`src/rtl/life_hud_renderer.sv`:
```
// HUD life counter: a row of heart icons overlaid on the VGA pixel stream, with
// a blinking flash on the slots that were just lost. Two-stage pixel pipeline.
module life_hud_renderer #(
    parameter int         MAX_LIVES     = 3,
    parameter int         X0            = 16,
    parameter int         Y0            = 8,
    parameter int         SPACING       = 2,
    parameter logic [7:0] FILL_COLOR    = 8'hE0,
    parameter logic [7:0] OUTLINE_COLOR = 8'hFF,
    parameter int         FLASH_FRAMES  = 60,
    parameter int         BLINK_FRAMES  = 8
) (
    input  logic       clk,
    input  logic       reset,
    input  logic       video_on,
    input  logic [9:0] x,
    input  logic [9:0] y,
    input  logic       frame_tick,
    input  logic [2:0] lives,
    output logic [7:0] rgb_out,
    output logic       hud_on,
    output logic       flash_active
);
    localparam int SPR_W = 14;
    localparam int SPR_H = 10;
    localparam int SW    = SPR_W + SPACING;
    localparam int FC_W  = (FLASH_FRAMES > 1) ? $clog2(FLASH_FRAMES) : 1;
    localparam int BC_W  = (BLINK_FRAMES > 1) ? $clog2(BLINK_FRAMES) : 1;

    localparam logic [0:0] ST_IDLE  = 1'b0;
    localparam logic [0:0] ST_FLASH = 1'b1;

    // Sprite ROM: {outline, interior} bits for one heart pixel.
    function automatic logic [1:0] sprite_px(input logic [3:0] r, input logic [3:0] c);
        logic [15:0] om;
        logic [15:0] im;
        om = 16'h0000;
        im = 16'h0000;
        case (r)
            4'd0: begin om = 16'h0618; im = 16'h0000; end
            4'd1: begin om = 16'h0924; im = 16'h0618; end
            4'd2: begin om = 16'h10C2; im = 16'h0F3C; end
            4'd3: begin om = 16'h1002; im = 16'h0FFC; end
            4'd4: begin om = 16'h1002; im = 16'h0FFC; end
            4'd5: begin om = 16'h0804; im = 16'h07F8; end
            4'd6: begin om = 16'h0408; im = 16'h03F0; end
            4'd7: begin om = 16'h0210; im = 16'h01E0; end
            4'd8: begin om = 16'h0120; im = 16'h00C0; end
            4'd9: begin om = 16'h00C0; im = 16'h0000; end
            default: begin om = 16'h0000; im = 16'h0000; end
        endcase
        return {om[c], im[c]};
    endfunction

    logic [10:0] x_ext;
    logic [10:0] y_ext;
    logic        row_hit;
    logic [3:0]  row_idx;
    logic [MAX_LIVES-1:0] slot_hit;
    logic [3:0]  slot_col [MAX_LIVES];

    assign x_ext   = {1'b0, x};
    assign y_ext   = {1'b0, y};
    assign row_hit = (y_ext >= 11'(Y0)) && (y_ext <= 11'(Y0 + SPR_H - 1));
    assign row_idx = 4'(y_ext - 11'(Y0));

    genvar gi;
    generate
        for (gi = 0; gi < MAX_LIVES; gi++) begin : g_slot
            localparam int LO = X0 + gi * SW;
            assign slot_hit[gi] = (x_ext >= 11'(LO)) && (x_ext <= 11'(LO + SPR_W - 1));
            assign slot_col[gi] = 4'(x_ext - 11'(LO));
        end
    endgenerate

    logic       any_hit;
    logic [2:0] sel_slot;
    logic [3:0] sel_col;

    always_comb begin
        any_hit  = 1'b0;
        sel_slot = 3'd0;
        sel_col  = 4'd0;
        for (int i = 0; i < MAX_LIVES; i++) begin
            if (slot_hit[i]) begin
                any_hit  = 1'b1;
                sel_slot = 3'(i);
                sel_col  = slot_col[i];
            end
        end
    end

    logic       vid_q;
    logic       in_slot_q;
    logic [2:0] slot_q;
    logic [3:0] row_q;
    logic [3:0] col_q;

    always_ff @(posedge clk) begin
        if (reset) begin
            vid_q     <= 1'b0;
            in_slot_q <= 1'b0;
            slot_q    <= 3'd0;
            row_q     <= 4'd0;
            col_q     <= 4'd0;
        end else begin
            vid_q     <= video_on;
            in_slot_q <= any_hit && row_hit;
            slot_q    <= sel_slot;
            row_q     <= row_idx;
            col_q     <= sel_col;
        end
    end

    logic [0:0]      state_q, state_d;
    logic [2:0]      lives_q, lives_d;
    logic [2:0]      flash_lo_q, flash_lo_d;
    logic [2:0]      flash_hi_q, flash_hi_d;
    logic [FC_W-1:0] frame_cnt_q, frame_cnt_d;
    logic [BC_W-1:0] blink_cnt_q, blink_cnt_d;
    logic            blink_phase_q, blink_phase_d;
    logic [2:0]      lives_new;

    assign lives_new = (lives > 3'(MAX_LIVES)) ? 3'(MAX_LIVES) : lives;

    always_comb begin
        state_d       = state_q;
        lives_d       = lives_q;
        flash_lo_d    = flash_lo_q;
        flash_hi_d    = flash_hi_q;
        frame_cnt_d   = frame_cnt_q;
        blink_cnt_d   = blink_cnt_q;
        blink_phase_d = blink_phase_q;
        if (frame_tick) begin
            lives_d = lives_new;
            if (lives_new < lives_q) begin
                // A loss (first or further) restarts the flash; the upper
                // bound is only set on entry so earlier lost slots keep blinking.
                if (state_q == ST_IDLE) begin
                    flash_hi_d = lives_q - 3'd1;
                end
                state_d       = ST_FLASH;
                flash_lo_d    = lives_new;
                frame_cnt_d   = '0;
                blink_cnt_d   = '0;
                blink_phase_d = 1'b0;
            end else if (state_q == ST_FLASH) begin
                if (lives_new > lives_q || frame_cnt_q == FC_W'(FLASH_FRAMES - 1)) begin
                    state_d       = ST_IDLE;
                    frame_cnt_d   = '0;
                    blink_cnt_d   = '0;
                    blink_phase_d = 1'b0;
                end else begin
                    frame_cnt_d = frame_cnt_q + FC_W'(1);
                    if (blink_cnt_q == BC_W'(BLINK_FRAMES - 1)) begin
                        blink_cnt_d   = '0;
                        blink_phase_d = ~blink_phase_q;
                    end else begin
                        blink_cnt_d = blink_cnt_q + BC_W'(1);
                    end
                end
            end
        end
    end

    always_ff @(posedge clk) begin
        if (reset) begin
            state_q       <= ST_IDLE;
            lives_q       <= 3'(MAX_LIVES);
            flash_lo_q    <= 3'd0;
            flash_hi_q    <= 3'd0;
            frame_cnt_q   <= '0;
            blink_cnt_q   <= '0;
            blink_phase_q <= 1'b0;
        end else begin
            state_q       <= state_d;
            lives_q       <= lives_d;
            flash_lo_q    <= flash_lo_d;
            flash_hi_q    <= flash_hi_d;
            frame_cnt_q   <= frame_cnt_d;
            blink_cnt_q   <= blink_cnt_d;
            blink_phase_q <= blink_phase_d;
        end
    end

    logic [1:0] px_class;
    logic       slot_full;
    logic       hud_on_d, hud_on_q;
    logic [7:0] rgb_d, rgb_q;

    assign px_class  = sprite_px(row_q, col_q);
    assign slot_full = (slot_q < lives_q) ||
                       (blink_phase_q && (slot_q >= flash_lo_q) && (slot_q <= flash_hi_q));

    always_comb begin
        hud_on_d = 1'b0;
        rgb_d    = 8'h00;
        if (vid_q && in_slot_q) begin
            if (px_class[1]) begin
                hud_on_d = 1'b1;
                rgb_d    = OUTLINE_COLOR;
            end else if (px_class[0] && slot_full) begin
                hud_on_d = 1'b1;
                rgb_d    = FILL_COLOR;
            end
        end
    end

    always_ff @(posedge clk) begin
        if (reset) begin
            hud_on_q <= 1'b0;
            rgb_q    <= 8'h00;
        end else begin
            hud_on_q <= hud_on_d;
            rgb_q    <= rgb_d;
        end
    end

    assign hud_on       = hud_on_q;
    assign rgb_out      = rgb_q;
    assign flash_active = (state_q == ST_FLASH);

endmodule

```
`config.mk`:
```
export PLATFORM = sky130hd
export DESIGN_NAME = life_hud_renderer
export DESIGN_NICKNAME = d
export VERILOG_FILES = /design/src/rtl/life_hud_renderer.sv
export SDC_FILE = /design/constraint.sdc
export NUM_CORES = 1
export LEC_CHECK = 0
export CORE_ASPECT_RATIO = 0.6
export CORE_MARGIN = 5
export CORE_UTILIZATION = 35
export DETAILED_ROUTE_END_ITERATION = 6
export GPL_ROUTABILITY_DRIVEN = 1
export PLACE_DENSITY = 0.54
export SLEW_MARGIN = 10
export SYNTH_ARGS = -nofsm -noshare
export SYNTH_HDL_FRONTEND = slang
export SYNTH_SLANG_ARGS = --single-unit
```
`constraint.sdc`:
```
create_clock -name clk -period 5.9 [get_ports clk]
set_input_delay 1.18 -clock clk [delete_from_list [all_inputs] [get_ports clk]]
set_output_delay 1.18 -clock clk [all_outputs]
set_load 0.01 [all_outputs]
```
* Yosys cells after proc, flatten, opt, wreduce, memory -nomap -nowiden
Memory sizes are Yosys's and may differ from the RTL's. A register that Yosys moved wholly into a read port is not among the register bits. Cells that the tools add are included.
Storage, ports and cells: word-level logic and storage cells 93, output and inout bits 10, memories 1, bits in registers 38, bits in read-only memories 352, input bits 27
Memory list:
- (no name shown) | depth 16, width 22, rd ports 1, clocked after Yosys merged registers in 1, wr ports 0, line 39 | case (r)
Cells by class: reduce and logical (&&, ||, !) cells 19, order comparisons 15, muxes and demuxes 32, bitwise operators 3, add/sub/neg operators 7, eq/ne operators 2
Operators with widths (count):
- 10-bit by 6-bit >= comparator with 1-bit output (second input constant) | 2
- 10-bit by 5-bit <= comparator with 1-bit output (second input constant) | 2
- 10-bit by 6-bit <= comparator with 1-bit output (second input constant) | 2
- 6-bit two-way mux | 3
- 4-bit two-way mux | 4
- 8-bit two-way mux | 2
- 1-bit two-way mux | 15
- 3-bit two-way mux | 5
- 4-bit by 1-bit subtractor with 4-bit output (second input constant) | 3
- 10-bit by 4-bit >= comparator with 1-bit output (second input constant) | 1
- 10-bit by 5-bit >= comparator with 1-bit output (second input constant) | 1
- 1-bit logical AND | 9
- 1-bit binary-select mux with 4-bit select | 2
- 6-bit by 1-bit adder with 6-bit output (second input constant) | 1
- 6-bit equality test (second input constant) | 1
- 3-bit less-than comparator | 2
- 3-bit AND reduction | 2
- 4-bit by 5-bit less-than comparator with 1-bit output (second input constant) | 1
- 2-bit AND reduction | 2
- 2-bit OR reduction | 2
- 4-bit subtractor (second input constant) | 1
- 3-bit by 1-bit adder with 3-bit output (second input constant) | 1
- 3-bit equality test (second input constant) | 1
- 3-bit >= comparator | 1
- other kinds (9) | 12

* Logic depth before layout (Yosys ltp)
Gate-level depths: netlist of the first run.
depth in word-level cells 7, depth in mapped cells 8, gate-level depth less buffers 7

* Least setup slack after synthesis of the first run
OpenSTA, ideal clock, no wires.
path kind input port to flip-flop, start input lives[2], end register blink_cnt_q[2], setup time 0.135 ns, buffers on the path 0, setup slack 3.018 ns, required time 5.765 ns, cell stages on the path 7, arrival 2.747 ns, cell sequence or2_2 ha_1 nor2b_1 o211a_2 nor2_1 mux2i_1 nor2_1
On the way: word-level cells in the longest chain between the ends 7, elaborated cells on any way between the ends 10, those cells by class 3 x order compare; 4 x mux; 3 x reduce/logical
Ends and longest elaborated chain:
- from (decl) | line 19 | input logic [2:0] lives,
- 3-bit by 2-bit greater-than comparator with 1-bit output | line 124 | assign lives_new = (lives > 3'(MAX_LIVES)) ? 3'(MAX_LIVES) : lives;
- 3-bit two-way mux (*) | line 124
- 3-bit greater-than comparator | line 148 | if (lives_new > lives_q || frame_cnt_q == FC_W'(FLASH_FRAMES - 1)) begin
- 1-bit logical OR | line 148
- 3-bit two-way mux | line 148
- 3-bit two-way mux | line 147 | end else if (state_q == ST_FLASH) begin
- 3-bit two-way mux | line 136 | if (lives_new < lives_q) begin
- to (signal assigned) | line 181 | blink_cnt_q <= blink_cnt_d;
- to (decl) | line 120 | logic [BC_W-1:0] blink_cnt_q, blink_cnt_d;
Mark *: on every way between the ends. The rest lies on a longest branch, timed or not. The select of a mux whose other input is x is not followed. A chain may end at the register's enable or synchronous reset.

* Final worst setup path of the first run
start input lives[2], end register blink_cnt_q[2]
On the way: word-level cells in the longest chain between the ends 7, elaborated cells on any way between the ends 10, those cells by class 3 x order compare; 4 x mux; 3 x reduce/logical
Ends and longest elaborated chain:
- 3-bit by 2-bit greater-than comparator with 1-bit output (*) | line 124
- 3-bit two-way mux (*) | line 124
- via lives_new[1] | line 122 | logic [2:0] lives_new;
- 3-bit greater-than comparator | line 148
- 1-bit logical OR | line 148
- 3-bit two-way mux | line 148
- 3-bit two-way mux | line 147
- 3-bit two-way mux | line 136
The timed path passes the listed nets; every way through them passes the cells marked *. The select of a mux whose other input is x is not followed.

==> impl_metrics.json, run 1 <==
{
  "critical-path-top-delay-family": "compound AO/OA/AOI/OAI gates",
  "synth_seq_cells": 40,
  "synth_fp_nets": 257,
  "wl_um": 4331,
  "path_clk_slew_ns": 0.08,
  "wl_per_cell_um": 13.24,
  "cts-hold-fix-buffers": 0,
  "arrival_ns": 3.41,
  "min_period_over_period": 0.5528,
  "start_kind": "input pin",
  "numCtsBuffers": 5,
  "crit_path_top_delay_cell": "clkdlybuf4s50_1",
  "gp_congestion": 0.7384,
  "ys_warn_count": 0,
  "wl_met2_um": 1614,
  "maxSlewHeadroom": 0.4774,
  "synth.avg_cell_area_um2": 9.137,
  "grt_pass1_vias": 1475,
  "status": "complete, no violations",
  "drt-initial-drc-count": 87,
  "pwr-share-comb": 0.134,
  "p_switching_mw": 0.1272,
  "pwr-share-clk": 0.321,
  "pwr_density_cell_nw_per_um2": 213.9,
  "grt_pass1_wl_um": 7217,
  "cts_sinks": 40,
  "path_buf_inv": 1,
  "pre_cts_slack_ns": 2.344,
  "core_area_um2": 5544,
  "nets": 286,
  "crit_chain": "clkdlybuf4s50_1 -> or2_2 -> ha_1 -> nor2b_1 -> o21ai_1 -> a31oi_1 -> o21ai_1 -> nor2_1",
  "antenna_found_initial": 0,
  "drive_above_1_share": 0.06883,
  "via_per_inst": 4.777,
  "setup_violations": 0,
  "ir_drop_uv": 100.1,
  "regArea_um2": 800.8,
  "fin_tns_setup_ns": 0,
  "h-tree-depth": 2,
  "fin_skew_ns": 0.007074,
  "clkLatencyLatePin_ns": 0.29,
  "grt_usage": 0.1283,
  "antenna_cells": 0,
  "synth.cell_area_um2": 1992,
  "synth_edf_count": 0,
  "maxSlewViolCount": 0,
  "grt_start_max_net_pins": 21,
  "critPathMostFrequentCell": "o21ai_1",
  "post_cts_buffers": 0,
  "worst_slack_ns": 2.639,
  "hold_violations": 0,
  "netSwitchingFraction": 0.2434,
  "async_flop_share": 0,
  "hold_path.class": "reg2reg",
  "final.fill_count": 563,
  "drv_cap": 0,
  "syn2layout_area_growth_pct": 22.61,
  "die_h_um": 68.44,
  "clock_path_buffers": 2,
  "maxUsedRoutingLayer": "met4",
  "path_max_fanout": 9,
  "met3_length_um": 174,
  "cts_root_buffer": "clkbuf_8",
  "drc": 0,
  "ant_nets": 0,
  "multi_input_area_um2": 1066,
  "hold_ws_ns": 0.4707,
  "cp_slowest_stage_delay_ns": 0.44,
  "max_slew.worst_pin.slew_ns": 0.7815,
  "synth-main-ff-cell": "dfxtp_1",
  "die_area_um2": 7349,
  "start_util": 0.3593,
  "p_seq_frac": 0.545,
  "leakagePower_nw": 0.8945,
  "path_class": "in2reg",
  "grt_overflow_total": 0,
  "crit_path_end_kind": "flip-flop",
  "die_x_um": 107.4,
  "hpwlAfterDp_um": 3379,
  "critical_path_required_ns": 6.05,
  "min_period_ns": 3.261,
  "cts_tree": "built",
  "drtPass1Iterations": 4,
  "synth_cell_types": 46,
  "fmax_mhz": 306.6,
  "ios": 37,
  "cell_internal_pwr_mw": 0.3952,
  "dp.cells": 320,
  "yosysSeqAreaShare": 0.4020,
  "rsz0062_at_grt": "false",
  "final_cells": 327,
  "wl_met1_um": 2502,
  "io_buffers": 36,
  "utilization": 0.4405,
  "placement_rows": 21,
  "via_count": 1562,
  "ctsResizeCount": 0,
  "synth_cells": 218
}
cell type report:
type	instances	area share
Sequential cell	40	0.3279
Timing Repair Buffer	36	0.1475
Multi-Input combinational cell	154	0.4365
Clock inverter	1	0.002049
Clock buffer	6	0.02971
Inverter	10	0.01537
Tap cell	80	0.04098
metal layers:
metal / GRT usage / vias up
met4: 0.03307 / 0
met3: 0.03393 / 5
met2: 0.1807 / 31
li1: - / 821
met1: 0.1915 / 705
met5: 0 / -
placed cells by master (no fill, tap or decap), types with 2 or more instances in the layout:
cell              n
dfxtp_1          40
mux2i_1           7
inv_1            10
a31oi_1           3
nand2b_1          3
nor4_1            3
nand2_1           8
xnor2_1           6
mux4_2            2
clkdlybuf4s50_1  36
nor2b_1           6
a211oi_1          7
o21ai_1           3
or2_2             4
nand3_1           4
clkbuf_8          5
a21o_1            2
mux2_4            2
nand4b_1          2
nor3b_1           2
ha_1             12
nor3_1            6
and2_1            6
a21oi_1          13
nand3b_1          4
o21ai_0           9
nor2_1           24
Yosys cell counts, types with 4 or more instances:
master,n,area (µm²)
a211oi_1,7,52.55
a21oi_1,13,65.06
and2_1,6,37.54
buf_4,7,52.55
clkbuf_1,4,15.01
dfxtp_1,40,800.8
ha_1,12,150.1
inv_1,10,37.54
mux2i_1,7,70.07
nand2_1,8,30.03
nand3_1,4,20.02
nand3b_1,4,30.03
nor2_1,24,90.09
nor2b_1,6,37.54
nor3_1,6,30.03
o21ai_0,9,45.04
or2_2,4,25.02
xnor2_1,6,52.55
worst reg2reg max path, stage by stage, from the launching register on:
cell	delay (ns)
dfxtp_1	0.31
inv_1	0.09
ha_1	0.32
nor2b_1	0.15
o21ai_1	0.33
a31oi_1	0.16
o21ai_1	0.42
nor2_1	0.11
through the flow:
stage          area [µm²]  power (mW)
3_3_place_gp         2365      0.3604
2_1_floorplan        1992      0.3303
6_report             2442      0.5224
3_5_place_dp         2365      0.3607
5_1_grt              2442      0.5498
4_1_cts              2442      0.5281
final timing paths:
check | start | end | slack, ns | depth (start not counted)
min | flash_lo_q[2] | flash_lo_q[2] | 0.47 | 1
min reg2reg | flash_lo_q[2] | flash_lo_q[2] | 0.47 | 1
max | lives[2] | blink_cnt_q[2] | 2.64 | 8
max reg2reg | lives_q[1] | blink_cnt_q[2] | 3.89 | 7
kinds of logic (layout without fill, tap and decap cells):
logic type | after synthesis | count (layout) | synth area share
xor+xnor | 6 | 6 | 0.02638
fa+ha+maj | 12 | 12 | 0.07537
buf+inv | 24 | 53 | 0.06281
mux | 12 | 12 | 0.07852
other cells | 1 | 1 | 0.001883
simple gates | 77 | 77 | 0.2054
compound gates | 46 | 46 | 0.1476
flops | 40 | 40 | 0.4020
power groups by stage:
stage	logic [mW]	registers (mW)	clock network, mW
4_1_cts	0.0700	0.285	0.173
3_3_place_gp	0.0692	0.291	0
2_1_floorplan	0.0408	0.290	0
5_1_grt	0.0782	0.286	0.186
3_5_place_dp	0.0695	0.291	0
6_report	0.0700	0.285	0.167
(Power assumes the default switching activity.)
==> run 2, diff against run 1 <==
--- a/config.mk
+++ b/config.mk
@@ -10,7 +10,7 @@
 export CORE_UTILIZATION = 35
 export DETAILED_ROUTE_END_ITERATION = 6
 export GPL_ROUTABILITY_DRIVEN = 1
-export PLACE_DENSITY = 0.54
+export PLACE_DENSITY = 0.56
 export SLEW_MARGIN = 10
 export SYNTH_ARGS = -nofsm -noshare
 export SYNTH_HDL_FRONTEND = slang
==> constraint.sdc (replaced) <==
create_clock -name clk -period 2.8 [get_ports clk]
set_input_delay 0.56 -clock clk [delete_from_list [all_inputs] [get_ports clk]]
set_output_delay 0.56 -clock clk [all_outputs]
set_load 0.01 [all_outputs]
==> run 2 against run 1 <==
- sequential power increased by 110%
- non-clock buffer count grew 7
- register-to-register slack worse by 3.0 ns
- critical path depth unchanged
- worst hold slack worse by 0.0076 ns
- wire length fell by 1.7%
==> impl_metrics.json, run 2 (synthesis results as in run 1) <==
{
  "drc": 0,
  "drt-initial-drc-count": 44,
  "cell_internal_pwr_mw": 0.8733,
  "path_clk_slew_ns": 0.08,
  "arrival_ns": 2.65,
  "setup_violations": 0,
  "ir_drop_uv": 170.3,
  "min_from": "flash_lo_q[2]",
  "mostFrequentLayoutCells": "40 x dfxtp_1, 36 x clkdlybuf4s50_1, 24 x nor2_1",
  "core_area_um2": 5544,
  "grt_pass1_wl_um": 7086,
  "maxSlewHeadroom": 0.6183,
  "critical_path_required_ns": 2.99,
  "pwr-share-comb": 0.137,
  "drv_cap": 0,
  "critPathLaunch": "lives[2]",
  "io_buffers": 36,
  "antenna_found_initial": 0,
  "die_h_um": 68.44,
  "cts_tree": "built",
  "rrSetupSlack_ns": 0.92,
  "numCtsBuffers": 5,
  "hold_violations": 0,
  "start_kind": "input pin",
  "crit_chain": "clkdlybuf4s50_1 -> or2_2 -> ha_1 -> nor2b_1 -> o211a_2 -> nor4_1 -> xnor2_1 -> nor2_1",
  "leakagePower_nw": 0.9327,
  "worst_slack_ns": 0.3363,
  "fin_area_um2": 2507,
  "final_common_cell": "dfxtp_1",
  "cp-endpoint": "frame_cnt_q[5]",
  "r2r-end": "hud_on",
  "start_util": 0.3593,
  "pwr-share-clk": 0.339,
  "wl_um": 4256,
  "fin_tns_setup_ns": 0,
  "min_period_over_period": 0.8799,
  "crit_path_end_kind": "flip-flop",
  "netSwitchingFraction": 0.2389,
  "die_area_um2": 7349,
  "cts-hold-fix-buffers": 0,
  "drtPass1Iterations": 5,
  "via_per_inst": 4.731,
  "post_cts_buffers": 0,
  "nets": 293,
  "ios": 37,
  "clkLatencyLatePin_ns": 0.28,
  "fin_skew_ns": 0.005587,
  "cp_slowest_stage_delay_ns": 0.43,
  "path_max_fanout": 9,
  "via_count": 1585,
  "reg2regPathDepth": 5,
  "crit_path_top_delay_cell": "clkdlybuf4s50_1",
  "p_seq_frac": 0.523,
  "placement_rows": 21,
  "cts_root_buffer": "clkbuf_8",
  "hpwlAfterDp_um": 3380,
  "crit_cells": 8,
  "hold_path.class": "reg2reg",
  "grt_usage": 0.1250,
  "wl_per_cell_um": 12.70,
  "antenna_cells": 0,
  "pwr_density_cell_nw_per_um2": 457.6,
  "grt_pass1_vias": 1422,
  "gp_congestion": 0.7765,
  "syn2layout_area_growth_pct": 25.88,
  "ctsResizeCount": 0,
  "min_period_ns": 2.464,
  "dpl_cell_area_um2": 2417,
  "critical-path-top-delay-family": "simple AND/OR/NAND/NOR gates",
  "die_x_um": 107.4,
  "pre_cts_slack_ns": 0.02593,
  "cts_sinks": 40,
  "rsz0062_at_grt": "false",
  "ant_nets": 0,
  "clock_path_buffers": 2,
  "max_slew.worst_pin.slew_ns": 0.5687,
  "status": "complete, no violations",
  "path_buf_inv": 1,
  "fmax_mhz": 405.9,
  "h-tree-depth": 2,
  "grt_overflow_total": 0,
  "p_switching_mw": 0.2742,
  "path_class": "in2reg",
  "drive_above_1_share": 0.09412,
  "grt_start_max_net_pins": 12,
  "maxSlewViolCount": 0,
  "rr_startpoint": "col_q[0]"
}
## run 2: cell count changes in the layout (fill, tap and decap cells not counted), sizes merged
cell | before | now
clkinv | 1 | 0
clkbuf | 6 | 8
buf | 0 | 7
## run 2: metal layers
layer,vias up,wire length [µm],GRT usage
met5,-,0,0
li1,841,-,-
met3,4,257,0.03959
met4,0,23,0.02835
met2,36,1609,0.1643
met1,704,2365,0.1927
## run 2: cell type report
type	instances	area (µm²)
clock buffer	8	90.09
fill	549	3037
inverter	10	37.54
multi-input combinational	154	1066
sequential	40	800.8
tap	80	100.1
timing repair buffer	43	412.9
## run 2: power groups by stage
stage	Sequential, mW	Clock [mW]	Combinational (mW)
finish	0.600	0.389	0.158
global route	0.603	0.428	0.178
CTS	0.600	0.404	0.158
detailed placement	0.614	0	0.158
global placement	0.613	0	0.157
floorplan	0.610	0	0.0859
## run 2: how the worst min path moves through the flow
| stage | endpoint | slack (ns) | cells past startpoint |
|---|---|---|---|
| final | flash_lo_q[2] | 0.46 | 1 |
| after global placement | flash_lo_q[2] | 0.44 | 1 |
| after CTS | flash_lo_q[2] | 0.46 | 1 |
| after floorplan | flash_lo_q[2] | 0.42 | 1 |
| after detailed placement | flash_lo_q[2] | 0.44 | 1 |
| after global routing | flash_lo_q[2] | 0.48 | 1 |
## run 2: through the flow
stage / utilization / hold slack (ns) / total power [mW] / cells
final: 0.4523 / 0.4631 / 1.147 / 335
after global routing: 0.4523 / 0.4834 / 1.208 / 335
after CTS: 0.4523 / 0.4629 / 1.163 / 335
after detailed placement: 0.4360 / 0.4372 / 0.7712 / 327
after global placement: 0.4360 / 0.4362 / 0.7702 / 327
after floorplan: - / 0.4202 / 0.6961 / 218
==> run 3, diff against run 2 <==
--- a/config.mk
+++ b/config.mk
@@ -6,11 +6,11 @@
 export NUM_CORES = 1
 export LEC_CHECK = 0
 export CORE_ASPECT_RATIO = 0.6
-export CORE_MARGIN = 5
-export CORE_UTILIZATION = 35
+export CORE_MARGIN = 2
+export CORE_UTILIZATION = 47
 export DETAILED_ROUTE_END_ITERATION = 6
 export GPL_ROUTABILITY_DRIVEN = 1
-export PLACE_DENSITY = 0.56
+export PLACE_DENSITY = 0.73
 export SLEW_MARGIN = 10
 export SYNTH_ARGS = -nofsm -noshare
 export SYNTH_HDL_FRONTEND = slang
==> run 3 against run 2 <==
- worst setup slack lost 0.014 ns
- sequential power is essentially flat
- clock skew grew 0.0014 ns
- count of clock-buffer cells in the layout shrank 2
- sequential share of layout area grew 0.19 points
- critical path type unchanged
- critical endpoint is now flash_hi_q[2]
- largest cell class unchanged
==> impl_metrics.json, run 3 (synthesis results as in run 1) <==
{
  "pre_cts_slack_ns": 0.02241,
  "drc": 0,
  "ir_drop_uv": 304.9,
  "multi_input_area_um2": 1066,
  "cp_slowest_stage_delay_ns": 0.45,
  "pwr_density_cell_nw_per_um2": 487.5,
  "cts_sinks": 40,
  "via_per_inst": 5.134,
  "mostFrequentLayoutCells": "40 x dfxtp_1, 36 x clkdlybuf4s50_1, 24 x nor2_1",
  "maxSlewViolCount": 0,
  "post_cts_buffers": 0,
  "dpl_cell_area_um2": 2385,
  "hold_path.class": "reg2reg",
  "via_count": 1612,
  "numCtsBuffers": 5,
  "die_h_um": 54.43,
  "r2r-end": "hud_on",
  "fin_tns_setup_ns": 0,
  "setup_violations": 0,
  "cts-hold-fix-buffers": 0,
  "antenna_cells": 0,
  "status": "complete, no violations",
  "path_class": "in2reg",
  "wl_per_cell_um": 13.31,
  "path_buf_inv": 2,
  "path_max_fanout": 6,
  "min_from": "flash_lo_q[2]",
  "grt_overflow_total": 0,
  "wl_um": 4178,
  "ctsResizeCount": 0,
  "placement_rows": 18,
  "gp_congestion": 0.7838,
  "core_area_um2": 4099,
  "regArea_um2": 800.8,
  "die_area_um2": 4792,
  "rr_startpoint": "col_q[0]",
  "hpwlAfterDp_um": 3278,
  "max_slew.worst_pin.slew_ns": 0.5854,
  "min_period_over_period": 0.8850,
  "path_clk_slew_ns": 0.08,
  "ios": 37,
  "final.fill_count": 360,
  "holdPathStages": 1,
  "drive_above_1_share": 0.09449,
  "antenna_found_initial": 0,
  "grt_start_max_net_pins": 16,
  "fmax_mhz": 403.6,
  "nets": 292,
  "clkLatencyLatePin_ns": 0.29,
  "drtPass1Iterations": 4,
  "hold_ws_ns": 0.4798,
  "h-tree-depth": 2,
  "fin_skew_ns": 0.007011,
  "drv_cap": 0,
  "drt-initial-drc-count": 116,
  "final_common_cell": "dfxtp_1",
  "start_kind": "input pin",
  "arrival_ns": 2.67,
  "crit_path_top_delay_cell": "clkdlybuf4s50_1",
  "grt_pass1_vias": 1445,
  "grt_pass1_wl_um": 6900,
  "cts_root_buffer": "clkbuf_8",
  "reg2regPathDepth": 5,
  "holdPathEnd": "flash_lo_q[2]",
  "cts_tree": "built",
  "maxSlewHeadroom": 0.6071,
  "grt_usage": 0.1978,
  "rrSetupSlack_ns": 0.92,
  "crit_chain": "clkdlybuf4s50_1 -> or2_2 -> ha_1 -> nor2b_1 -> o21ai_1 -> buf_4 -> and4_1 -> nor2_1 -> a211oi_1",
  "min_period_ns": 2.478,
  "start_util": 0.4860,
  "worst_slack_ns": 0.3220,
  "crit_path_end_kind": "flip-flop",
  "io_buffers": 36,
  "rsz0062_at_grt": "false",
  "critical_path_required_ns": 2.99,
  "ant_nets": 0,
  "die_x_um": 88.05,
  "clock_path_buffers": 2,
  "total_power_mw": 1.215,
  "critical-path-top-delay-family": "simple AND/OR/NAND/NOR gates",
  "leakagePower_nw": 0.9378,
  "fin_area_um2": 2492,
  "hold_violations": 0,
  "syn2layout_area_growth_pct": 25.13
}
[run 3: cell count changes in the layout (fill, tap and decap cells not counted)]
cell       previous run  this run
bufinv_16             0         1
clkinv_2              0         1
clkbuf_8              6         5
clkbuf_1              2         1
buf_4                 7         6
[run 3: worst max path at each step]
stage / end / cells past startpoint / slack, ns / start
floorplan: blink_cnt_q[2] / 7 / 0.54 / lives[2]
global placement: frame_cnt_q[5] / 8 / 0.11 / lives[2]
detailed placement: frame_cnt_q[5] / 8 / 0.02 / lives[2]
CTS: flash_hi_q[2] / 9 / 0.33 / lives[2]
global route: flash_hi_q[2] / 9 / 0.18 / lives[2]
finish: flash_hi_q[2] / 9 / 0.32 / lives[2]
[run 3: per-stage QoR]
step	util	cells
finish	0.6081	314
global route	0.6081	314
CTS	0.6081	314
detailed placement	0.5818	306
global placement	0.5818	306
floorplan	-	218
[run 3: layout make-up]
class,instances,area share
inverters,10,0.01506
repair buffers,42,0.1627
clock inverters,2,0.01406
clock buffers,6,0.02912
flip-flops and latches,40,0.3213
well taps,60,0.03012
multi-input cells,154,0.4277
[run 3: power by group]
part / leakage [nW] / total (mW) / internal [mW] / switching (mW)
combinational: 0.556 / 0.157 / 0.0830 / 0.0740
sequential: 0.326 / 0.601 / 0.588 / 0.0125
clock: 0.0552 / 0.457 / 0.264 / 0.193
total: 0.938 / 1.22 / 0.936 / 0.280
[run 3: layer usage]
metal | track usage | share of wire
met1 | 0.2851 | 0.55
met2 | 0.2753 | 0.40
met3 | 0.05732 | 0.051
met4 | 0.08333 | 0.0065
met5 | 0 | 0
